**src/rtl/mask_pixel_feeder.sv**
```systemverilog
// Luma-window mask front end: RGB565 stream in, (x, y, valid) per masked pixel out,
// plus end-of-frame tabulate pulse with the frame's masked-pixel count.
module mask_pixel_feeder #(
    parameter int H_ACTIVE = 1280,
    parameter int V_ACTIVE = 720
) (
    input  logic        clk_in,
    input  logic        rst_in,
    input  logic        pixel_valid_in,
    input  logic [15:0] pixel_in,
    input  logic        sof_in,
    input  logic [7:0]  thr_lo_in,
    input  logic [7:0]  thr_hi_in,
    output logic [10:0] x_out,
    output logic [9:0]  y_out,
    output logic        valid_out,
    output logic        tabulate_out,
    output logic [20:0] count_out,
    output logic        abort_out
);

    // state    | meaning
    // WAIT_SOF | idle between frames; non-SOF pixels are dropped
    // ACTIVE   | inside a frame; every valid pixel gets the next coordinate
    typedef enum logic {
        WAIT_SOF = 1'b0,
        ACTIVE   = 1'b1
    } state_t;

    localparam logic [10:0] X_LAST = 11'(H_ACTIVE - 1);
    localparam logic [9:0]  Y_LAST = 10'(V_ACTIVE - 1);

    state_t      state;
    logic [10:0] x_cnt;
    logic [9:0]  y_cnt;
    logic [7:0]  thr_lo_q;
    logic [7:0]  thr_hi_q;

    logic        accept;
    logic [10:0] cur_x;
    logic [9:0]  cur_y;
    logic        cur_last;
    logic [7:0]  cur_lo;
    logic [7:0]  cur_hi;
    logic [7:0]  r8;
    logic [7:0]  g8;
    logic [7:0]  b8;

    always_comb begin
        accept   = pixel_valid_in && (sof_in || (state == ACTIVE));
        cur_x    = sof_in ? 11'd0 : x_cnt;
        cur_y    = sof_in ? 10'd0 : y_cnt;
        cur_last = (cur_x == X_LAST) && (cur_y == Y_LAST);
        cur_lo   = sof_in ? thr_lo_in : thr_lo_q;
        cur_hi   = sof_in ? thr_hi_in : thr_hi_q;
        r8       = {pixel_in[15:11], pixel_in[15:13]};
        g8       = {pixel_in[10:5], pixel_in[10:9]};
        b8       = {pixel_in[4:0], pixel_in[4:2]};
    end

    always_ff @(posedge clk_in or negedge rst_in) begin
        if (!rst_in) begin
            state     <= WAIT_SOF;
            x_cnt     <= 11'd0;
            y_cnt     <= 10'd0;
            thr_lo_q  <= 8'd0;
            thr_hi_q  <= 8'd255;
            abort_out <= 1'b0;
        end else begin
            abort_out <= accept && sof_in && (state == ACTIVE);
            if (accept) begin
                if (sof_in) begin
                    thr_lo_q <= thr_lo_in;
                    thr_hi_q <= thr_hi_in;
                end
                if (cur_last) begin
                    state <= WAIT_SOF;
                    x_cnt <= 11'd0;
                    y_cnt <= 10'd0;
                end else begin
                    state <= ACTIVE;
                    if (cur_x == X_LAST) begin
                        x_cnt <= 11'd0;
                        y_cnt <= cur_y + 10'd1;
                    end else begin
                        x_cnt <= cur_x + 11'd1;
                        y_cnt <= cur_y;
                    end
                end
            end
        end
    end

    // Thresholds travel with each pixel so that pixels of an aborted frame
    // still in flight are judged against their own frame's window.
    logic        s1_valid, s1_sof, s1_last;
    logic [10:0] s1_x;
    logic [9:0]  s1_y;
    logic [7:0]  s1_lo, s1_hi;
    logic [15:0] s1_pr, s1_pg, s1_pb;

    logic        s2_valid, s2_sof, s2_last;
    logic [10:0] s2_x;
    logic [9:0]  s2_y;
    logic [7:0]  s2_lo, s2_hi;
    logic [7:0]  s2_luma;

    logic        s3_last;
    logic [20:0] frame_cnt;
    logic        s2_masked;

    always_comb begin
        s2_masked = s2_valid && (s2_lo <= s2_luma) && (s2_luma <= s2_hi);
    end

    always_ff @(posedge clk_in or negedge rst_in) begin
        if (!rst_in) begin
            s1_valid     <= 1'b0;
            s1_sof       <= 1'b0;
            s1_last      <= 1'b0;
            s1_x         <= 11'd0;
            s1_y         <= 10'd0;
            s1_lo        <= 8'd0;
            s1_hi        <= 8'd0;
            s1_pr        <= 16'd0;
            s1_pg        <= 16'd0;
            s1_pb        <= 16'd0;
            s2_valid     <= 1'b0;
            s2_sof       <= 1'b0;
            s2_last      <= 1'b0;
            s2_x         <= 11'd0;
            s2_y         <= 10'd0;
            s2_lo        <= 8'd0;
            s2_hi        <= 8'd0;
            s2_luma      <= 8'd0;
            valid_out    <= 1'b0;
            x_out        <= 11'd0;
            y_out        <= 10'd0;
            s3_last      <= 1'b0;
            frame_cnt    <= 21'd0;
            tabulate_out <= 1'b0;
            count_out    <= 21'd0;
        end else begin
            s1_valid <= accept;
            s1_sof   <= accept && sof_in;
            s1_last  <= accept && cur_last;
            s1_x     <= cur_x;
            s1_y     <= cur_y;
            s1_lo    <= cur_lo;
            s1_hi    <= cur_hi;
            s1_pr    <= 16'(r8) * 16'd77;
            s1_pg    <= 16'(g8) * 16'd150;
            s1_pb    <= 16'(b8) * 16'd29;

            s2_valid <= s1_valid;
            s2_sof   <= s1_sof;
            s2_last  <= s1_last;
            s2_x     <= s1_x;
            s2_y     <= s1_y;
            s2_lo    <= s1_lo;
            s2_hi    <= s1_hi;
            s2_luma  <= 8'((s1_pr + s1_pg + s1_pb) >> 8);

            valid_out <= s2_masked;
            x_out     <= s2_x;
            y_out     <= s2_y;
            s3_last   <= s2_valid && s2_last;
            // The SOF slot restarts the count as it passes, so an aborted frame's
            // partial count is simply discarded.
            if (s2_valid)
                frame_cnt <= (s2_sof ? 21'd0 : frame_cnt) + 21'(s2_masked);

            tabulate_out <= s3_last;
            if (s3_last)
                count_out <= frame_cnt;
        end
    end

endmodule

```
**config.mk**
```make
export PLATFORM = sky130hd
export DESIGN_NAME = mask_pixel_feeder
export DESIGN_NICKNAME = d
export VERILOG_FILES = /design/src/rtl/mask_pixel_feeder.sv
export SDC_FILE = /design/constraint.sdc
export NUM_CORES = 1
export LEC_CHECK = 0
export CORE_MARGIN = 1
export CORE_UTILIZATION = 55
export CTS_CLUSTER_SIZE = 24
export DETAILED_ROUTE_END_ITERATION = 6
export PLACE_DENSITY = 0.78
export SLEW_MARGIN = 20
export SYNTH_ARGS = -nofsm -noshare
export SYNTH_HDL_FRONTEND = slang
export SYNTH_SLANG_ARGS = --single-unit
```
**constraint.sdc**
```tcl
create_clock -name clk_in -period 3.94 [get_ports clk_in]
set_clock_uncertainty 0.2 [all_clocks]
set_input_delay 0.591 -clock clk_in [delete_from_list [all_inputs] [get_ports clk_in]]
set_output_delay 0.591 -clock clk_in [all_outputs]
set_load 0.05 [all_outputs]
```
==> results of run 1 <==
[report_power, final]
group          total [W]  internal [W]  switching (W)
sequential       0.00296       0.00277       0.000191
combinational    0.00296       0.00140        0.00156
clock            0.00242       0.00149       0.000930
[path summary, 6_finish.rpt]
check                                end    startpoint  cells past startpoint  slack, ns
setup / recovery               s1_pr[13]  pixel_in[13]                     14       0.17
hold / removal                   s2_x[7]       s1_x[7]                      0       0.15
setup reg to reg           frame_cnt[19]    s2_luma[1]                     15       0.38
hold reg to reg                  s2_x[7]       s1_x[7]                      0       0.15
max in group asynchronous       s1_pg[2]        rst_in                      3       2.16
min in group asynchronous       y_out[4]        rst_in                      2       0.52
[timing repair]
item                                    in CTS  in global routing
hold endpoints to repair                    78                  0
endpoints found under the setup margin       1                  5
pin swaps                                    0                  2
cloned                                       0                  0
gates resized for setup                      1                  7
hold buffers                                 1                  0
[placed cells by master (no fill, tap or decap), types with 8 or more instances in the layout]
| master | n |
|---|---|
| a21oi_1 | 43 |
| clkbuf_16 | 24 |
| nand4_1 | 14 |
| dfstp_2 | 8 |
| nor3_1 | 12 |
| nor2_1 | 28 |
| clkdlybuf4s50_1 | 78 |
| nand3_1 | 15 |
| o21bai_1 | 8 |
| o31ai_1 | 8 |
| o21a_1 | 8 |
| buf_4 | 55 |
| xnor2_1 | 29 |
| fa_1 | 37 |
| o21ai_0 | 37 |
| nor2b_1 | 31 |
| ha_1 | 131 |
| nand2b_1 | 11 |
| inv_1 | 84 |
| dfrtp_1 | 228 |
| a21o_1 | 8 |
| mux2_2 | 40 |
| and3_1 | 9 |
| nand2_1 | 94 |
| xor2_1 | 20 |
[synth_stat cells (all sizes together) (2+ instances only)]
cell / n
buf: 9
a31o: 2
dfstp: 8
a21o: 8
or3: 3
and4: 2
dfrtp: 228
nor2b: 31
nand2b: 11
o21bai: 8
nor2: 28
nor4: 3
inv: 84
and3: 11
a221oi: 3
nor3: 13
xnor2: 29
a31oi: 2
o31ai: 8
nand2: 94
o21ai: 44
a22oi: 3
nand3b: 3
mux2: 40
o22ai: 5
nand3: 17
o2bb2ai: 4
o211ai: 2
fa: 37
a21oi: 43
and2: 3
o21a: 8
clkbuf: 10
xor2: 20
mux2i: 2
ha: 131
nand4: 14
[logic make-up after synthesis]
family / share of synthesized area [%]
DFF: 50.6
AOI/OAI and AO/OA: 7.60
and+or+nand+nor: 10.3
xor gates and xnor gates: 3.67
muxes: 4.03
adders and majority gates: 20.4
buffers and inverters: 3.42
[state kept, by name, summed over array words and instances (netlist names), 8 cells and up]
register / count
count_out: 21
frame_cnt: 21
s1_pg: 15
s1_pr: 15
s1_pb: 13
s1_x: 11
s2_x: 11
x_cnt: 11
x_out: 11
s1_y: 10
s2_y: 10
y_cnt: 10
y_out: 10
s1_hi: 8
s1_lo: 8
s2_hi: 8
s2_lo: 8
s2_luma: 8
thr_hi_q: 8
thr_lo_q: 8
[cell type report]
| class | count | area [µm²] |
|---|---|---|
| clock inverters | 9 | 173 |
| inverters | 84 | 315 |
| flip-flops and latches | 236 | 5920 |
| multi-input cells | 643 | 5400 |
| clock buffers | 35 | 692 |
| well taps | 270 | 338 |
| repair buffers | 138 | 1260 |
| fillers | 1531 | 6460 |
[stage by stage]
stage                     util (%)  power, W
after floorplan                  -   0.00506
after global placement        64.2   0.00582
after detailed placement      64.2   0.00592
after CTS                     68.4   0.00841
after global routing          68.6   0.00894
final                         68.6   0.00834
[metal layers]
layer | up-vias | share of wire, % | track usage [%]
li1 | 3635 | - | -
met1 | 3622 | 45 | 28.1
met2 | 143 | 49 | 35.1
met3 | 32 | 3.9 | 2.59
met4 | 0 | 1.6 | 4.85
met5 | - | 0 | 0
==> results.tsv, run 1 <==
metric	value	unit
clkTransAtPathRegs	0.06	ns
cp_num_buf_inv	4	
gp_congestion	0.845	
crit_chain	clkdlybuf4s50_1 > ha_1 > ha_1 > inv_1 > fa_1 > fa_1 > inv_1 > ha_1 > o21a_1 > a2111oi_2 > buf_4 > o21bai_1 > a21oi_1 > xnor2_1	
crit_type	in2reg	
slowest_stage	fa_1	
synthesis.nets	1186	
ir_drop	368	µV
drc	0	
dr.pass1.iters	4	
antenna_cells	0	
async_flop_share	100	%
synth_edf_count	0	
wire_per_inst	14.8	µm
cpMostUsedCell	ha_1	
clock_sinks	236	
fin_crit_sh	95.7	%
dp_hpwl	15000	µm
htree_levels	1	
cts_tree	built	
dieHeight	148	µm
ios	81	
areaGrowthSynthToFinish	20.6	%
finalNonFillerCells	1415	
critical_path.max_fanout	2	
route.vias.total	7432	
dpl_cell_area	13200	µm²
p_leak	6.92	nW
slew_viol_final	0	
numPortBuffers	80	
die_w	148	µm
syn-instance-count	982	
required	4.19	ns
fin_nets	1331	
yosys_warnings	0	
start_util	56.8	%
ant_nets	0	
status	finished clean	
cts_setup_buffers	0	
synth_top_area_cell	dfrtp_1	
drive_gt1_share	13.9	%
power_density	592	nW/µm²
clock_latency	0.53	ns
netlist_area	11700	µm²
finalSetupViolations	0	
final_area	14100	µm²
cts_buffer_depth	3	
path_delay_family	adder cells	
worst_slack	0.169	ns
fmax	265	MHz
track_usage	20.5	%
drt-initial-drc-count	297	
globalRouteOverflowTotal	0	
endpoint_kind	flip-flop	
cpPeakStageDelay	0.51	ns
yosys-top-cells-area	dfrtp_1 49%, ha_1 14%, fa_1 6.3%, mux2_2 3.9%, nand2_1 3.0%	
period_needed	3.77	ns
dp.cells	1370	
hp-class	reg2reg	
setup_tns	0	ns
rsz0062_at_grt	no	
viasPerCell	5.25	
cap_violations	0	
max_slew_margin	39.6	%
routed_wl	21000	µm
cp.arrival	4.02	ns
antenna_found_initial	0	
grt_pass1_wl	36400	µm
die_area	21800	µm²
finalHoldWorstSlack	0.146	ns
pre_cts_slack	-0.568	ns
yosysSeqAreaShare	50.6	%
final-hold-violation-count	0	
rows	52	
grt_pass1_vias	7700	
core_area	20600	µm²
ys_types	56	
synth-main-ff-cell	dfrtp_1	
critPathLaunchType	primary input	
cts_made_buffers	24	
syn_area_per_cell	11.9	µm²
cts_root_buf	clkbuf_16	
ys_ff_latch	236	
grt_max_degree	120	
worst_pin_slew	0.906	ns
synth_top_area_share	48.8	%
(Power assumes the default switching activity.)
==> run 2, diff against run 1 <==
Settings changed: CORE_MARGIN 1 to 2.
==> run 2 against run 1 <==
Register-to-register slack worse by 0.10 ns. Largest power group unchanged. Power is 1.4% lower. Clock power is 4% lower. Non-clock buffer count stayed put. Via count hardly changed. Global-route usage is 0.50 points lower. Core utilization is 1.5 points lower. Critical path depth stayed put. Final cell count is 0.28% higher. Sequential power hardly changed. Sequential cell count stayed put.
==> results.tsv, run 2 (synthesized netlist as in run 1, its figures left out) <==
metric	value	unit	change
grt_max_degree	101		was 120
routed_wl	21300	µm	was 21000 µm
path_delay_family	adder cells		unchanged
dieHeight	150	µm	was 148 µm
globalRouteOverflowTotal	0		unchanged
cp.depth	14		unchanged
hp-class	reg2reg		unchanged
dp_hpwl	15500	µm	was 15000 µm
htree_levels	1		unchanged
rsz0062_at_grt	no		unchanged
max_slew_margin	40.0	%	was 39.6%
finalSetupViolations	0		unchanged
hold_depth	0		unchanged
cp.arrival	4.01	ns	was 4.02 ns
grt_pass1_wl	36600	µm	was 36400 µm
slew_viol_final	0		unchanged
required	4.15	ns	was 4.19 ns
postLayoutCoreUtil	67.0	%	was 68.6%
track_usage	20.0	%	was 20.5%
status	finished clean		unchanged
gp_congestion	0.857		was 0.845
crit_chain	clkdlybuf4s50_1 > ha_1 > ha_1 > inv_1 > fa_1 > fa_1 > inv_1 > ha_1 > buf_4 > o21a_1 > o31a_1 > o211ai_1 > o21ai_0 > a31o_2		was clkdlybuf4s50_1 > ha_1 > ha_1 > inv_1 > fa_1 > fa_1 > inv_1 > ha_1 > o21a_1 > a2111oi_2 > buf_4 > o21bai_1 > a21oi_1 > xnor2_1
ant_nets	0		unchanged
critical_path.max_fanout	2		unchanged
core_area	21000	µm²	was 20600 µm²
finalHoldWorstSlack	0.137	ns	was 0.146 ns
areaGrowthSynthToFinish	20.2	%	was 20.6%
antenna_found_initial	0		unchanged
ff2ff_path_depth	15		unchanged
min_from	s1_hi[5]		was s1_x[7]
start_util	55.8	%	was 56.8%
antenna_cells	0		unchanged
power_density	586	nW/µm²	was 592 nW/µm²
reg_top3	count_out x21, frame_cnt x21		unchanged
cpPeakStageDelay	0.51	ns	about the same
ir_drop	352	µV	was 368 µV
cts_buffer_depth	3		unchanged
cpMostUsedCell	ha_1		unchanged
slowest_stage	fa_1		unchanged
drc	0		unchanged
fin_crit_sh	96.2	%	was 95.7%
cts_tree	built		unchanged
cts_root_buf	clkbuf_16		unchanged
period_needed	3.79	ns	was 3.77 ns
fin_nets	1331		unchanged
critPathLaunchType	primary input		unchanged
dr.pass1.iters	4		unchanged
endpoint_kind	flip-flop		unchanged
ios	81		unchanged
die_area	22400	µm²	was 21800 µm²
grt_pass1_vias	7700		unchanged
cp-startpoint	pixel_in[13]		unchanged
die_w	150	µm	was 148 µm
layout_commonest_cell	dfrtp_1		unchanged
drive_gt1_share	13.8	%	was 13.9%
crit_type	in2reg		unchanged
clock_latency	0.53	ns	about the same
layout_common_cells	228 x dfrtp_1, 131 x ha_1, 94 x nand2_1		unchanged
rows	53		was 52
viasPerCell	5.24		was 5.25
pre_cts_slack	-0.545	ns	was -0.568 ns
clkTransAtPathRegs	0.07	ns	was 0.06 ns
final-hold-violation-count	0		unchanged
numPortBuffers	80		unchanged
cap_violations	0		unchanged
fillCellCount	1569		was 1531
worstReg2RegStart	s2_luma[1]		unchanged
cts_made_buffers	24		unchanged
clock_sinks	236		unchanged
wire_per_inst	15.0	µm	was 14.8 µm
route.vias.total	7435		was 7432
p_leak	6.90	nW	was 6.92 nW
fmax	264	MHz	was 265 MHz
cp_num_buf_inv	4		unchanged
drt-initial-drc-count	268		was 297
worst_slack	0.148	ns	was 0.169 ns
worst_pin_slew	0.899	ns	was 0.906 ns
[run 2: changes by cell type in the layout (fill, tap and decap cells not counted), moves of 2 or more]
| cell | previous run | this run |
|---|---|---|
| and3_1 | 9 | 11 |
| and3_2 | 2 | 0 |
| clkinv_2 | 3 | 5 |
| clkbuf_1 | 6 | 4 |
[run 2: metal layers]
| metal | part of all wire (%) | vias up | wire [µm] | track usage, % |
|---|---|---|---|---|
| li1 | - | 3633 | - | - |
| met1 | 44 | 3656 | 9480 | 26.8 |
| met2 | 51 | 111 | 10800 | 35.5 |
| met3 | 2.9 | 35 | 612 | 2.26 |
| met4 | 1.9 | 0 | 409 | 4.43 |
| met5 | 0 | - | 0 | 0 |
[run 2: worst paths after layout]
check	end	slack, ns
worst max-delay path	s1_pr[14]	0.15
worst min-delay path	s2_hi[5]	0.14
worst max register to register	frame_cnt[17]	0.28
worst min register to register	s2_hi[5]	0.14
max in group asynchronous	frame_cnt[19]	2.11
min in group asynchronous	s2_y[7]	0.46
[run 2: area by class of cell]
cell class	count	area, µm²	share of cell area, %
repair buffers	138	1250	8.93
well taps	275	344	2.45
clock buffers	32	671	4.78
multi-input cells	643	5380	38.3
inverters	84	315	2.24
flip-flops and latches	236	5920	42.1
clock inverters	11	161	1.15
[run 2: power breakdown]
group / total [W] / switching [W] / internal (W) / leakage [nW]
clock: 0.00232 / 0.000923 / 0.00140 / 0.407
combinational: 0.00294 / 0.00155 / 0.00139 / 3.43
sequential: 0.00296 / 0.000186 / 0.00277 / 3.06
[run 2: timing repair]
action,4_1_cts,5_1_grt
hold endpoints to repair,90,0
setup endpoints to repair,1,3
setup buffers,0,0
resized for setup,2,3
pin swaps,0,2
hold buffers,1,0
[run 2: stage by stage]
step | instance area [µm²] | total power (W) | setup TNS [ns] | cells
after floorplan | 11700 | 0.00506 | 0 | 982
final | 14000 | 0.00822 | 0 | 1419
after global placement | 13200 | 0.00581 | -2.97 | 1375
after global routing | 14000 | 0.00883 | 0 | 1419
after CTS | 14000 | 0.00831 | 0 | 1419
after detailed placement | 13200 | 0.00591 | -3.96 | 1375
==> run 3, diff against run 2 <==
Settings changed: CELL_PAD_IN_SITES_DETAIL_PLACEMENT from default to 0, CELL_PAD_IN_SITES_GLOBAL_PLACEMENT from default to 1, CORE_UTILIZATION 55 to 48, PLACE_DENSITY 0.78 to 0.83.
Clock period 3.94 ns to 4 ns, I/O delays scaled along.
==> run 3 against run 2 <==
Clock power is 3% higher. Wire length is 2.3% lower. Critical path depth stayed put. Final cell count is 3.7% higher. Critical endpoint is now s1_pr[13].
==> results.tsv, run 3 (synthesized netlist as in run 1, its figures left out) <==
metric	value	unit	change
dp_hpwl	15300	µm	was 15500 µm
fillCellCount	2019		was 1569
clock_sinks	236		unchanged
die_w	160	µm	was 150 µm
hold_depth	0		unchanged
ant_nets	0		unchanged
viasPerCell	5.00		was 5.24
period_needed	3.84	ns	
worst_pin_slew	0.913	ns	was 0.899 ns
ff2ff_path_depth	15		unchanged
power_density	578	nW/µm²	was 586 nW/µm²
wire_per_inst	14.1	µm	was 15.0 µm
layout_common_cells	228 x dfrtp_1, 131 x ha_1, 94 x nand2_1		unchanged
pre_cts_slack	-0.459	ns	was -0.545 ns
rows	57		was 53
antenna_found_initial	0		unchanged
seqCellArea	5920	µm²	unchanged
crit_type	in2reg		unchanged
cp.arrival	4.08	ns	was 4.01 ns
layout_commonest_cell	dfrtp_1		unchanged
final-hold-violation-count	0		unchanged
cap_violations	0		unchanged
dp.cells	1425		was 1375
core_area	24100	µm²	was 21000 µm²
clkTransAtPathRegs	0.06	ns	was 0.07 ns
max_slew_margin	39.1	%	was 40.0%
status	finished clean		unchanged
grt_pass1_wl	36700	µm	was 36600 µm
critical_path.max_fanout	2		unchanged
rsz0062_at_grt	no		unchanged
routed_wl	20800	µm	was 21300 µm
setup_tns	0	ns	unchanged
start_util	48.5	%	was 55.8%
die_area	25600	µm²	was 22400 µm²
ios	81		unchanged
fin_crit_sh	96.0	%	
route.vias.total	7363		was 7435
grt_max_degree	103		was 101
drt-initial-drc-count	302		was 268
worst_slack	0.160	ns	was 0.148 ns
dieHeight	160	µm	was 150 µm
fmax	260	MHz	
htree_levels	1		unchanged
p_leak	6.92	nW	was 6.90 nW
areaGrowthSynthToFinish	21.3	%	was 20.2%
finalNonFillerCells	1472		was 1419
clock_latency	0.53	ns	about the same
postLayoutCoreUtil	58.8	%	was 67.0%
gp_congestion	0.830		was 0.857
numPortBuffers	80		unchanged
critPathLaunchType	primary input		unchanged
cts_made_buffers	26		was 24
ir_drop	416	µV	was 352 µV
finalSetupViolations	0		unchanged
multi_input_area	5390	µm²	was 5380 µm²
cts_buffer_depth	3		unchanged
drive_gt1_share	14.1	%	was 13.8%
cts_setup_buffers	0		unchanged
required	4.24	ns	was 4.15 ns
endpoint_kind	flip-flop		unchanged
dr.pass1.iters	4		unchanged
fin_nets	1334		was 1331
track_usage	17.2	%	was 20.0%
reg_top3	count_out x21, frame_cnt x21		unchanged
globalRouteOverflowTotal	0		unchanged
cts_tree	built		unchanged
grt_pass1_vias	7644		was 7700
drc	0		unchanged
slew_viol_final	0		unchanged
antenna_cells	0		unchanged
finalHoldWorstSlack	0.144	ns	was 0.137 ns
cts_root_buf	clkbuf_16		unchanged
hp-class	reg2reg		unchanged
## run 3: worst max-delay path: stages
cell             delay (ns)
clkdlybuf4s50_1        0.42
ha_1                   0.30
ha_1                   0.27
inv_1                  0.05
fa_1                   0.49
fa_1                   0.51
inv_1                  0.04
ha_1                   0.30
o21a_1                 0.20
a2111oi_2              0.36
buf_4                  0.17
o21bai_1               0.06
a21oi_1                0.16
xnor2_1                0.15
## run 3: stage by stage
step | instance area (µm²) | total power, W
3_5_place_dp | 13300 | 0.00581
3_3_place_gp | 13300 | 0.00579
2_1_floorplan | 11700 | 0.00498
5_1_grt | 14200 | 0.00883
6_report | 14200 | 0.00818
4_1_cts | 14200 | 0.00828
## run 3: where the power goes
group	leakage (nW)	internal (W)	switching (W)
logic	3.43	0.00136	0.00151
registers	3.06	0.00273	0.000188
clock network	0.431	0.00145	0.000954
total	6.92	0.00553	0.00265
## run 3: per-layer routing
| layer | up-vias | share of wire, % | GRT usage [%] |
|---|---|---|---|
| li1 | 3636 | - | - |
| met1 | 3568 | 47 | 24.0 |
| met2 | 127 | 47 | 28.6 |
| met3 | 32 | 4.4 | 2.62 |
| met4 | 0 | 1.7 | 4.01 |
| met5 | - | 0 | 0 |
## run 3: worst paths after layout
check	slack, ns	endpoint	startpoint
worst min register to register	0.14	s2_sof	s1_sof
worst max-delay path	0.16	s1_pr[13]	pixel_in[12]
max in group asynchronous	2.32	s1_pr[7]	rst_in
worst min-delay path	0.14	s2_sof	s1_sof
min in group asynchronous	0.39	s2_x[9]	rst_in
worst max register to register	0.38	frame_cnt[17]	s2_luma[1]
## run 3: layout make-up
class,count,share of cell area [%]
clock buffer,36,5.28
multi-input combinational,643,38.0
clock inverter,10,0.989
inverter,84,2.23
sequential,236,41.7
timing repair buffer,139,8.88
tap,324,2.86
## run 3: what timing repair did
| action | 4_1_cts | 5_1_grt |
|---|---|---|
| hold endpoints to repair | 62 | 0 |
| endpoints found under the setup margin | 0 | 3 |
| resized for setup | 0 | 3 |
| hold buffers | 1 | 0 |
